===== src/rtl/seq_div_8by4_if.sv =====
// seq_div_8by4_if
// Purpose: bundles the start/busy/done handshake, the operands and the results
//          of the 8-by-4 sequential divider into a single port.
// Signals:
//   start - request from the controller, taken only while the divider is idle
//   z     - DW-bit dividend (the multiplier product word)
//   y     - VW-bit divisor (the known multiplier factor)
//   busy  - divide in progress
//   done  - one-cycle pulse; results are valid from this cycle on
//   q     - DW-bit quotient
//   r     - VW-bit remainder
//   ovf   - quotient is too wide to be a VW-bit factor
//   dz    - divisor was zero
// Modports: master drives the request side, slave is the divider itself.
interface seq_div_8by4_if #(
  parameter int DW = 8,
  parameter int VW = 4
);
  logic          start;
  logic [DW-1:0] z;
  logic [VW-1:0] y;
  logic          busy;
  logic          done;
  logic [DW-1:0] q;
  logic [VW-1:0] r;
  logic          ovf;
  logic          dz;

  modport master (
    output start, z, y,
    input  busy, done, q, r, ovf, dz
  );

  modport slave (
    input  start, z, y,
    output busy, done, q, r, ovf, dz
  );
endinterface


===== src/rtl/seq_div_8by4.sv =====
// seq_div_8by4
// Purpose: iterative restoring divider, the inverse of the 4x4 array
//          multiplier. From the product word Z and one factor Y it recovers
//          the other factor as quotient Q, plus remainder R. One quotient bit
//          is produced per clock.
// Ports:
//   clk   - rising-edge clock
//   rst_n - synchronous active-low reset
//   bus   - seq_div_8by4_if.slave: start/z/y in, busy/done/q/r/ovf/dz out
module seq_div_8by4 #(
  parameter int DW = 8,
  parameter int VW = 4
) (
  input  logic            clk,
  input  logic            rst_n,
  seq_div_8by4_if.slave   bus
);

  localparam int CW = $clog2(DW + 1);

  typedef enum logic [1:0] {
    IDLE = 2'd0,
    RUN  = 2'd1,
    FIN  = 2'd2
  } state_t;

  state_t        state;
  state_t        next_state;
  logic [CW-1:0] count;
  logic [DW-1:0] dvd;
  logic [VW-1:0] rem;
  logic [VW-1:0] dsr;
  logic [DW-1:0] q_r;
  logic [VW-1:0] r_r;
  logic          ovf_r;
  logic          dz_r;
  logic          busy_o;
  logic          done_o;
  logic [VW:0]   rem_sh;
  logic [VW:0]   trial;
  logic          fits;

  // State register.
  always_ff @(posedge clk) begin
    if (!rst_n) begin
      state <= IDLE;
    end else begin
      state <= next_state;
    end
  end

  // Next-state logic. RUN keeps going until the iteration counter is
  // exhausted; the count==0 cycle is spent registering the results.
  always_comb begin
    next_state = state;
    case (state)
      IDLE:    if (bus.start) next_state = RUN;
      RUN:     if (count == '0) next_state = FIN;
      FIN:     next_state = IDLE;
      default: next_state = IDLE;
    endcase
  end

  // Output logic. FIN drops busy and pulses done for exactly one cycle.
  always_comb begin
    busy_o = 1'b0;
    done_o = 1'b0;
    case (state)
      RUN:     busy_o = 1'b1;
      FIN:     done_o = 1'b1;
      default: ;
    endcase
  end

  assign bus.busy = busy_o;
  assign bus.done = done_o;
  assign bus.q    = q_r;
  assign bus.r    = r_r;
  assign bus.ovf  = ovf_r;
  assign bus.dz   = dz_r;

  // The partial remainder is always below the divisor, so after shifting in
  // the next dividend bit it fits in VW+1 bits.
  assign rem_sh = {rem, dvd[DW-1]};

  // Trial subtraction rem_sh - {0,y} as a ripple of full-adder cells adding
  // the inverted divisor with a carry-in of one. The top sum bit is the sign:
  // clear means the divisor fits and the quotient bit is 1.
  always_comb begin
    logic c;
    logic a;
    logic b;
    trial = '0;
    c     = 1'b1;
    for (int i = 0; i <= VW; i++) begin
      a        = rem_sh[i];
      b        = (i < VW) ? ~dsr[i] : 1'b1;
      trial[i] = a ^ b ^ c;
      c        = (a & b) | (c & (a ^ b));
    end
  end

  assign fits = ~trial[VW];

  // Datapath. The dividend register doubles as the quotient shift register:
  // each step moves one dividend bit out at the top and one quotient bit in
  // at the bottom. A zero divisor skips the iterations entirely so the
  // result is ready one edge after acceptance.
  always_ff @(posedge clk) begin
    if (!rst_n) begin
      count <= '0;
      dvd   <= '0;
      rem   <= '0;
      dsr   <= '0;
      q_r   <= '0;
      r_r   <= '0;
      ovf_r <= 1'b0;
      dz_r  <= 1'b0;
    end else begin
      case (state)
        IDLE: begin
          if (bus.start) begin
            dvd   <= bus.z;
            dsr   <= bus.y;
            rem   <= '0;
            count <= (bus.y == '0) ? '0 : CW'(DW);
          end
        end
        RUN: begin
          if (count != '0) begin
            dvd   <= {dvd[DW-2:0], fits};
            rem   <= fits ? trial[VW-1:0] : rem_sh[VW-1:0];
            count <= count - 1'b1;
          end else if (dsr == '0) begin
            q_r   <= '1;
            r_r   <= dvd[VW-1:0];
            ovf_r <= 1'b1;
            dz_r  <= 1'b1;
          end else begin
            q_r   <= dvd;
            r_r   <= rem;
            ovf_r <= |dvd[DW-1:VW];
            dz_r  <= 1'b0;
          end
        end
        default: ;
      endcase
    end
  end

endmodule


===== src/flat_wrapper.sv =====
// flat-port wrapper written by rule: the top's interface ports become plain ports
module seq_div_8by4_flat 
#(
  parameter int DW = 8,
  parameter int VW = 4
)
  (clk, rst_n, bus_start, bus_z, bus_y, bus_busy, bus_done, bus_q, bus_r, bus_ovf, bus_dz);
  seq_div_8by4_if #(.DW(DW), .VW(VW)) bus_i ();
  input  logic clk;
  input  logic rst_n;
  input wire logic [$bits(bus_i.start)-1:0] bus_start;
  input wire logic [$bits(bus_i.z)-1:0] bus_z;
  input wire logic [$bits(bus_i.y)-1:0] bus_y;
  output wire logic [$bits(bus_i.busy)-1:0] bus_busy;
  output wire logic [$bits(bus_i.done)-1:0] bus_done;
  output wire logic [$bits(bus_i.q)-1:0] bus_q;
  output wire logic [$bits(bus_i.r)-1:0] bus_r;
  output wire logic [$bits(bus_i.ovf)-1:0] bus_ovf;
  output wire logic [$bits(bus_i.dz)-1:0] bus_dz;
  assign bus_i.start = bus_start;
  assign bus_i.z = bus_z;
  assign bus_i.y = bus_y;
  assign bus_busy = bus_i.busy;
  assign bus_done = bus_i.done;
  assign bus_q = bus_i.q;
  assign bus_r = bus_i.r;
  assign bus_ovf = bus_i.ovf;
  assign bus_dz = bus_i.dz;
  seq_div_8by4 #(.DW(DW), .VW(VW)) u_core (.clk(clk), .rst_n(rst_n), .bus(bus_i));
endmodule

===== config.mk =====
export PLATFORM = sky130hd
export DESIGN_NAME = seq_div_8by4_flat
export DESIGN_NICKNAME = d
export VERILOG_FILES = /design/src/rtl/seq_div_8by4_if.sv /design/src/rtl/seq_div_8by4.sv /design/src/flat_wrapper.sv
export SDC_FILE = /design/constraint.sdc
export NUM_CORES = 1
export LEC_CHECK = 0
export ABC_AREA = 1
export ABC_CLOCK_PERIOD_IN_PS = 2490
export CAP_MARGIN = 20
export CORE_AREA = 2 2 51 73
export CTS_BUF_LIST = sky130_fd_sc_hd__clkbuf_2 sky130_fd_sc_hd__clkbuf_4 sky130_fd_sc_hd__clkbuf_8
export DETAILED_ROUTE_END_ITERATION = 10
export DIE_AREA = 0 0 53 75
export HOLD_SLACK_MARGIN = 0.08
export PLACE_DENSITY = 0.79
export SYNTH_ARGS = -nofsm -noshare
export SYNTH_HDL_FRONTEND = slang
export SYNTH_SLANG_ARGS = --single-unit

===== constraint.sdc =====
create_clock -name clk -period 2.49 [get_ports clk]
set_input_delay 0.6225 -clock clk [delete_from_list [all_inputs] [get_ports clk]]
set_output_delay 0.6225 -clock clk [all_outputs]
set_load 0.005 [all_outputs]

==> flow_metrics.tcl, run 1 <==
set metrics [dict create \
    wl_per_cell_microns 12.4 \
    synthCells 239 \
    endpoint_kind "flop" \
    worstReg2RegStart "u_core.dvd[7]" \
    clockBufferDepth 2 \
    crit_type "flop to flop" \
    slew_headroom 0.753 \
    stdcell_count 313 \
    clkTransAtPathRegs_ns 0.07 \
    cts.sinks 36 \
    grt_pass1_vias 1521 \
    syn2layout_area_growth_pct 24.6 \
    drt_pass1_iterations 4 \
    post-route-min-period_ns 2.29 \
    design.portCount 31 \
    critPathBufInv 3 \
    drtAntennaViolNets 0 \
    vias_per_cell 5.11 \
    grt_overflow 0 \
    clock_skew_ns 0.00824 \
    htreeDepth 2 \
    cts_buffers 5 \
    crit_arrival_ns 2.51 \
    critPathMaxFanout 5 \
    leakage_uw 0.000912 \
    clk-insertion-delay-late_ns 0.29 \
    path_depth 13 \
    cp_common_cell "nand2_1" \
    hold_ws_ns 0.491 \
    syn_area_sq_mm 0.00173 \
    crit_end "u_core.rem[2]" \
    drc 0 \
    startpoint_type "flop" \
    antenna_cells 0 \
    cp_top_family "adder cells" \
    vias 1598 \
    drive_above_1_share 0.106 \
    port_buffers 30 \
    syn-num-nets 259 \
    synth_seq_cells 36 \
    wirelength_microns 3880 \
    fp.coreArea_sq_mm 0.00328 \
    dp_cells 305 \
    ctsHoldBuffers 0 \
    period_share 0.921 \
    globalplace.congestion 0.919 \
    grt_pass1_wl_microns 6760 \
    rsz0062_at_grt "false" \
    cp_slowest_cell "fa_1" \
    cpPeakStageDelay_ns 0.39 \
    powerDensity_mw_per_mm2 771 \
    r2r_slack_ns 0.20 \
    die_w_microns 53 \
    tns_ns 0 \
    nets 292 \
    setup_viol 0 \
    final_cell_mix "47 x nor2_1, 46 x nand2_1, 36 x dfxtp_1" \
    fin_util 0.657 \
    grt_max_degree 23 \
    fillers 309 \
    dieArea_sq_mm 0.00398 \
    start_util 0.527 \
    drt_iter0_drc 58 \
    dp_hpwl_microns 2820 \
    die_y_microns 75 \
    synth-seq-area-share 0.416 \
    antenna_found_initial 0 \
    setup.worst_path.start "u_core.dvd[7]" \
    ys_warn_count 0 \
    outcome "finished, final reports clean" \
    min_path_type "flop to flop" \
    root_buffer "clkbuf_8" \
    tritoncts "done" \
    worst_pin_slew_ns 0.371 \
    rows 25 \
    hold_violations 0 \
    crit_chain "inv_1 -> ha_1 -> inv_1 -> fa_1 -> fa_2 -> fa_2 -> inv_1 -> nand2_1 -> nand2_2 -> nand2_1 -> nand2_1 -> nand2_1 -> a21oi_1" \
    slew_violations 0 \
    max_freq_mhz 436 \
    placed_cell_area_sq_mm 0.00206 \
    irDropWorstVdd_mv 0.418 \
    r2r_cells 13 \
    synth_cell_type_count 26 \
    grt.total_usage 0.230 \
    r2r_end "u_core.rem[2]" \
    fin_area_sq_mm 0.00216 \
    cp.required_ns 2.71 \
    avgSynthCellArea_sq_um 7.25 \
    final_common_cell "nor2_1" \
    maxCapViolCount 0 \
]
[cell usage after synthesis]
cell	instances	area (sq um)
nand2_1	47	176
nor2_1	47	176
dfxtp_1	36	721
o21ai_0	33	165
inv_1	19	71.3
a21oi_1	15	75.1
nand3_1	10	50.1
inv_2	4	15.0
fa_1	3	60.1
nand2_4	3	33.8
a21oi_2	2	17.5
buf_6	2	22.5
clkbuf_1	2	7.51
ha_1	2	25.0
nand3_2	2	20.0
nor2_4	2	22.5
and2_1	1	6.26
buf_2	1	5.00
buf_4	1	7.51
clkbuf_2	1	5.00
inv_4	1	6.26
nand3_4	1	17.5
nand4_1	1	6.26
nor3_1	1	5.00
o21ai_1	1	5.00
xnor2_1	1	8.76
[sequential cells by signal, summed over array words and instances, names as in the netlist]
signal / cells
u_core.bus.dz: 1
u_core.bus.ovf: 1
u_core.bus.r: 4
u_core.dvd: 8
u_core.bus.q: 8
u_core.state: 2
u_core.rem: 4
u_core.dsr: 4
u_core.count: 4
[per-stage QoR]
step / setup slack, ns / power (uW)
finish: 0.196 / 1660
global route: 0.0147 / 1770
CTS: 0.0636 / 1670
detailed placement: 0.0721 / 1250
global placement: 0.169 / 1240
floorplan: 0.255 / 1060
[report_power, final]
| part | total, uW | internal (uW) | switching [uW] |
|---|---|---|---|
| Clock | 425 | 210 | 215 |
| Sequential | 705 | 659 | 45.6 |
| Combinational | 534 | 228 | 306 |
| Total | 1660 | 1100 | 567 |
[per-layer routing]
layer	global-route usage	routed length (microns)	vias up
li1	-	-	825
met1	0.266	1570	736
met2	0.417	2100	33
met3	0.0536	168	4
met4	0.0627	34	0
met5	0	0	-
[worst min-delay path by stage]
| stage | startpoint | end | slack (ns) | cells past startpoint |
|---|---|---|---|---|
| after floorplan | u_core.dvd[5] | u_core.bus.q[5] | 0.45 | 2 |
| after global placement | u_core.count[0] | u_core.count[0] | 0.48 | 2 |
| after detailed placement | u_core.count[0] | u_core.count[0] | 0.48 | 2 |
| after CTS | u_core.count[0] | u_core.count[0] | 0.49 | 2 |
| after global routing | u_core.count[1] | u_core.count[1] | 0.53 | 2 |
| final | u_core.count[0] | u_core.count[0] | 0.49 | 2 |
[timing repair]
item	4_1_cts	5_1_grt
setup endpoints to repair	0	5
resized for setup	0	3
setup buffers	0	0
[worst min-delay path, cell delays in order, from the launching register on]
cell and delay (ns):
dfxtp_1 0.31, nor2_1 0.09, a21oi_1 0.04
[area by class of cell]
class / instances / area [sq um] / share of cell area
Inverter: 24 / 92.6 / 0.0429
Clock inverter: 2 / 16.3 / 0.00754
Tap cell: 40 / 50.0 / 0.0232
Multi-Input combinational cell: 172 / 878 / 0.407
Timing Repair Buffer: 33 / 323 / 0.150
Sequential cell: 36 / 721 / 0.334
Clock buffer: 6 / 76.3 / 0.0354
[kinds of logic (layout without fill, tap and decap cells)]
| kind of cell | after synthesis | in the layout | synth area share |
|---|---|---|---|
| AOI/OAI and AO/OA | 51 | 51 | 0.152 |
| xor gates and xnor gates | 1 | 1 | 0.00506 |
| adders and majority gates | 5 | 5 | 0.0491 |
| buffers and inverters | 31 | 65 | 0.0809 |
| DFF | 36 | 36 | 0.416 |
| and+or+nand+nor | 115 | 115 | 0.297 |
(Power assumes the default switching activity.)
==> run 2: changes to the inputs <==
--- a/config.mk
+++ b/config.mk
@@ -13,7 +13,8 @@
 export DETAILED_ROUTE_END_ITERATION = 10
 export DIE_AREA = 0 0 53 75
 export HOLD_SLACK_MARGIN = 0.08
-export PLACE_DENSITY = 0.79
+export PLACE_DENSITY_LB_ADDON = 0.2
+export SLEW_MARGIN = 40
 export SYNTH_ARGS = -nofsm -noshare
 export SYNTH_HDL_FRONTEND = slang
 export SYNTH_SLANG_ARGS = --single-unit
==> run 2 against run 1 <==
Net effect: flip-flop and latch count unchanged; worst setup slack better by 0.0048 ns; via count grew 1.1%; die area did not move; sequential power hardly changed; final area increased by 0.35%; register-to-register slack hardly changed; clock-buffer cell count is the same; critical path type unchanged; largest cell class unchanged; maximum frequency up 0.21%; sequential share of layout area shrank 0.12 points; clock power grew 4%; clock skew grew 0.0013 ns.
==> flow_metrics.tcl, run 2 (synthesis results as in run 1) <==
set metrics [dict create \
    outcome "finished, final reports clean" \
    grt_max_degree 27 \
    stdcell_count 313 \
    place_ws_ns 0.0863 \
    r2r_cells 13 \
    post-route-min-period_ns 2.29 \
    cp_common_cell "nand2_1" \
    cp_slowest_cell "fa_1" \
    dp_hpwl_microns 2780 \
    vias 1616 \
    start_util 0.527 \
    period_share 0.919 \
    dieArea_sq_mm 0.00398 \
    worst_slack_ns 0.201 \
    drc 0 \
    worstReg2RegStart "u_core.dvd[7]" \
    endpoint_kind "flop" \
    crit_arrival_ns 2.50 \
    final_common_cell "nor2_1" \
    rsz0062_at_grt "false" \
    cts.sinks 36 \
    r2r_slack_ns 0.20 \
    wl_per_cell_microns 12.4 \
    wirelength_microns 3880 \
    drtAntennaViolNets 0 \
    port_buffers 30 \
    tns_ns 0 \
    grt_pass1_vias 1489 \
    clock_skew_ns 0.00955 \
    crit_type "flop to flop" \
    grt.total_usage 0.224 \
    cp_top_family "adder cells" \
    whs_path_depth 2 \
    maxCapViolCount 0 \
    clkTransAtPathRegs_ns 0.07 \
    clk-insertion-delay-late_ns 0.29 \
    r2r_end "u_core.rem[3]" \
    grt_overflow 0 \
    syn2layout_area_growth_pct 25.0 \
    grt_pass1_wl_microns 6640 \
    ctsHoldBuffers 0 \
    critPathMaxFanout 5 \
    slew_headroom 0.754 \
    antenna_found_initial 0 \
    crit_chain "inv_1 -> ha_1 -> inv_1 -> fa_1 -> fa_2 -> fa_2 -> inv_1 -> nand2_1 -> nand2_2 -> nand2_1 -> nand2_1 -> nand2_1 -> a21oi_1" \
    drt_iter0_drc 48 \
    final_cell_mix "47 x nor2_1, 45 x nand2_1, 36 x dfxtp_1" \
    fp.coreArea_sq_mm 0.00328 \
    clockBufferDepth 2 \
    drive_above_1_share 0.110 \
    dp_cells 305 \
    cpPeakStageDelay_ns 0.37 \
    setup_viol 0 \
    cts_buffers 5 \
    hp-start "u_core.count[1]" \
    rows 25 \
    die_w_microns 53 \
    tritoncts "done" \
    irDropWorstVdd_mv 0.613 \
    p_total_uw 1680 \
    worst_pin_slew_ns 0.368 \
    nets 292 \
    vias_per_cell 5.16 \
    min_to "u_core.count[1]" \
    antenna_cells 0 \
    cp.required_ns 2.71 \
    powerDensity_mw_per_mm2 776 \
    root_buffer "clkbuf_8" \
    drt_pass1_iterations 4 \
    slew_violations 0 \
    fillers 304 \
    max_freq_mhz 437 \
    htreeDepth 2 \
    min_path_type "flop to flop" \
    globalplace.congestion 0.914 \
    die_y_microns 75 \
    critPathBufInv 3 \
    hold_violations 0 \
    startpoint_type "flop" \
    design.portCount 31 \
    leakage_uw 0.000911 \
]
run 2: cell types whose count changed in the layout (fill, tap and decap cells not counted), sizes merged:
| cell | previous run | this run |
|---|---|---|
| clkinvlp | 1 | 2 |
| clkinv | 1 | 0 |
run 2: stage by stage:
step                hold slack (ns)   util  cell area [sq um]
detailed placement            0.486  0.626               2060
global placement              0.477  0.626               2060
global route                  0.519  0.659               2160
floorplan                     0.453      -               1730
finish                        0.499  0.659               2160
CTS                           0.500  0.656               2150
run 2: area by class of cell:
cell class / count / area (sq um) / area share
multi-input cells: 172 / 881 / 0.407
flip-flops and latches: 36 / 721 / 0.333
clock buffers: 6 / 82.6 / 0.0382
clock inverters: 2 / 15.0 / 0.00694
repair buffers: 33 / 323 / 0.149
inverters: 24 / 92.6 / 0.0428
well taps: 40 / 50.0 / 0.0231
run 2: worst min-delay path: stages, from the launching register on:
cell and delay, ns:
dfxtp_1 0.31, inv_1 0.06, o21ai_0 0.07
run 2: what timing repair did:
item                                    4_1_cts  5_1_grt
resized for setup                             0        4
endpoints found under the setup margin        0        5
buffers inserted                              0        0
run 2: how the worst max path moves through the flow:
stage	start	to	slack, ns	depth (start not counted)
finish	u_core.dvd[7]	u_core.rem[3]	0.20	13
detailed placement	u_core.dvd[7]	u_core.rem[3]	0.09	13
CTS	u_core.dvd[7]	u_core.rem[2]	0.07	13
floorplan	u_core.dvd[7]	u_core.rem[1]	0.25	13
global route	u_core.dvd[7]	u_core.rem[1]	0.009	13
global placement	u_core.dvd[7]	u_core.rem[2]	0.15	13
run 2: routing by layer:
metal	up-vias	share of wire	track usage
li1	825	-	-
met1	748	0.44	0.266
met2	37	0.51	0.407
met3	6	0.044	0.0377
met4	0	0.011	0.0684
met5	-	0	0
run 2: where the power goes:
part	switching, uW	leakage (uW)	internal [uW]
combinational	307	0.000572	227
clock	216	0.0000434	224
sequential	45.8	0.000296	659
total	568	0.000911	1110
==> run 3: changes to the inputs <==
--- a/config.mk
+++ b/config.mk
@@ -12,6 +12,7 @@
 export CTS_BUF_LIST = sky130_fd_sc_hd__clkbuf_2 sky130_fd_sc_hd__clkbuf_4 sky130_fd_sc_hd__clkbuf_8
 export DETAILED_ROUTE_END_ITERATION = 10
 export DIE_AREA = 0 0 53 75
+export GPL_ROUTABILITY_DRIVEN = 0
 export HOLD_SLACK_MARGIN = 0.08
 export PLACE_DENSITY_LB_ADDON = 0.2
 export SLEW_MARGIN = 40
==> run 3 against run 2 <==
Net effect: die area is the same; routed wire length shrank 0.39%; maximum frequency grew 0.31%; power shrank 0.11%; non-clock buffer count is the same; highest routed layer unchanged; clock-buffer cell count is the same; sequential share of layout area is essentially flat; via count grew 0.80%; first-iteration DRC count grew 25%; largest power group unchanged.
==> flow_metrics.tcl, run 3 (synthesis results as in run 1) <==
set metrics [dict create \
    outcome "finished, final reports clean" \
    power_frac_comb 0.316 \
    design.portCount 31 \
    crit_arrival_ns 2.50 \
    stdcell_count 313 \
    die_y_microns 75 \
    cts.sinks 36 \
    startpoint_type "flop" \
    slew_violations 0 \
    start_util 0.527 \
    tns_ns 0 \
    clock_skew_ns 0.00435 \
    worst_pin_slew_ns 0.359 \
    antenna_found_initial 0 \
    crit_type "flop to flop" \
    dp_cells 305 \
    final_cell_mix "47 x nor2_1, 45 x nand2_1, 36 x dfxtp_1" \
    drtAntennaViolNets 0 \
    fp.coreArea_sq_mm 0.00328 \
    rsz0062_at_grt "false" \
    tritoncts "done" \
    final_common_cell "nor2_1" \
    endpoint_kind "flop" \
    grt.total_usage 0.229 \
    port_buffers 30 \
    dieArea_sq_mm 0.00398 \
    place_ws_ns 0.103 \
    r2r_cells 13 \
    placed_cell_area_sq_mm 0.00206 \
    worst_slack_ns 0.208 \
    ctsHoldBuffers 0 \
    grt_max_degree 27 \
    cts_buffers 5 \
    switchingPower_uw 566 \
    maxCapViolCount 0 \
    power_frac_seq 0.421 \
    swShare 0.338 \
    cp.required_ns 2.71 \
    vias 1629 \
    htreeDepth 2 \
    critPathMaxFanout 5 \
    root_buffer "clkbuf_8" \
    post-route-min-period_ns 2.28 \
    powerDensity_mw_per_mm2 776 \
    leakage_uw 0.000911 \
    fin_area_sq_mm 0.00216 \
    clockBufferDepth 2 \
    hold_violations 0 \
    clkTransAtPathRegs_ns 0.07 \
    vias_per_cell 5.20 \
    drt_iter0_drc 60 \
    min_path_type "flop to flop" \
    slew_headroom 0.761 \
    setup_viol 0 \
    whs_path_depth 2 \
    clk-insertion-delay-late_ns 0.29 \
    p_total_uw 1680 \
    irDropWorstVdd_mv 0.598 \
    wl_per_cell_microns 12.3 \
    grt_overflow 0 \
    dp_hpwl_microns 2820 \
    drive_above_1_share 0.110 \
    clockPowerShare 0.263 \
    grt_pass1_vias 1510 \
    grt_pass1_wl_microns 6620 \
    drt_pass1_iterations 4 \
    max_freq_mhz 438 \
    nets 292 \
    period_share 0.916 \
    wirelength_microns 3860 \
    cts_setup_buffers 0 \
    rows 25 \
    antenna_cells 0 \
    die_w_microns 53 \
    drc 0 \
    syn2layout_area_growth_pct 24.9 \
    p_int_uw 1110 \
]
## run 3: cell count changes in the layout (fill, tap and decap cells not counted)
cell   change
fa_1       +1
fa_2       -1
inv_2      +1
inv_1      -1
## run 3: per-layer routing
metal | GRT usage | share of wire
met5 | 0 | 0
met4 | 0.120 | 0.033
met3 | 0.0575 | 0.050
met2 | 0.376 | 0.51
met1 | 0.272 | 0.41
## run 3: power groups by stage
stage                     clock network, uW  logic [uW]  registers [uW]
after floorplan                           0         350             713
after global placement                    0         524             716
after detailed placement                  0         526             718
after CTS                               449         533             705
after global routing                    473         609             717
final                                   441         531             706
## run 3: critical path: stages, from the launching register on
cell	delay [ns]
dfxtp_1	0.33
inv_2	0.07
ha_1	0.13
inv_1	0.04
fa_1	0.38
fa_1	0.39
fa_2	0.36
inv_1	0.07
nand2_1	0.06
nand2_2	0.09
nand2_1	0.06
nand2_1	0.06
nand2_1	0.05
a21oi_1	0.12
## run 3: repair_timing
item | CTS | global route
endpoints found under the setup margin | 0 | 5
hold endpoints to repair | 0 | 0
gates resized for setup | 0 | 4
## run 3: path summary, 6_finish.rpt
kind | startpoint | endpoint | slack, ns
max | u_core.dvd[7] | u_core.rem[3] | 0.21
min | u_core.count[0] | u_core.count[0] | 0.49
max reg2reg | u_core.dvd[7] | u_core.rem[3] | 0.21
min reg2reg | u_core.count[0] | u_core.count[0] | 0.49
## run 3: final cells by class
type	instances	area, sq um
well taps	40	50.0
multi-input cells	172	878
inverters	24	92.6
clock buffers	6	82.6
clock inverters	2	15.0
repair buffers	33	323
flip-flops and latches	36	721
fillers	307	1120
## run 3: per-stage QoR
| step | util | hold WS, ns |
|---|---|---|
| floorplan | - | 0.453 |
| global placement | 0.626 | 0.478 |
| detailed placement | 0.626 | 0.485 |
| CTS | 0.656 | 0.495 |
| global route | 0.658 | 0.524 |
| finish | 0.658 | 0.492 |
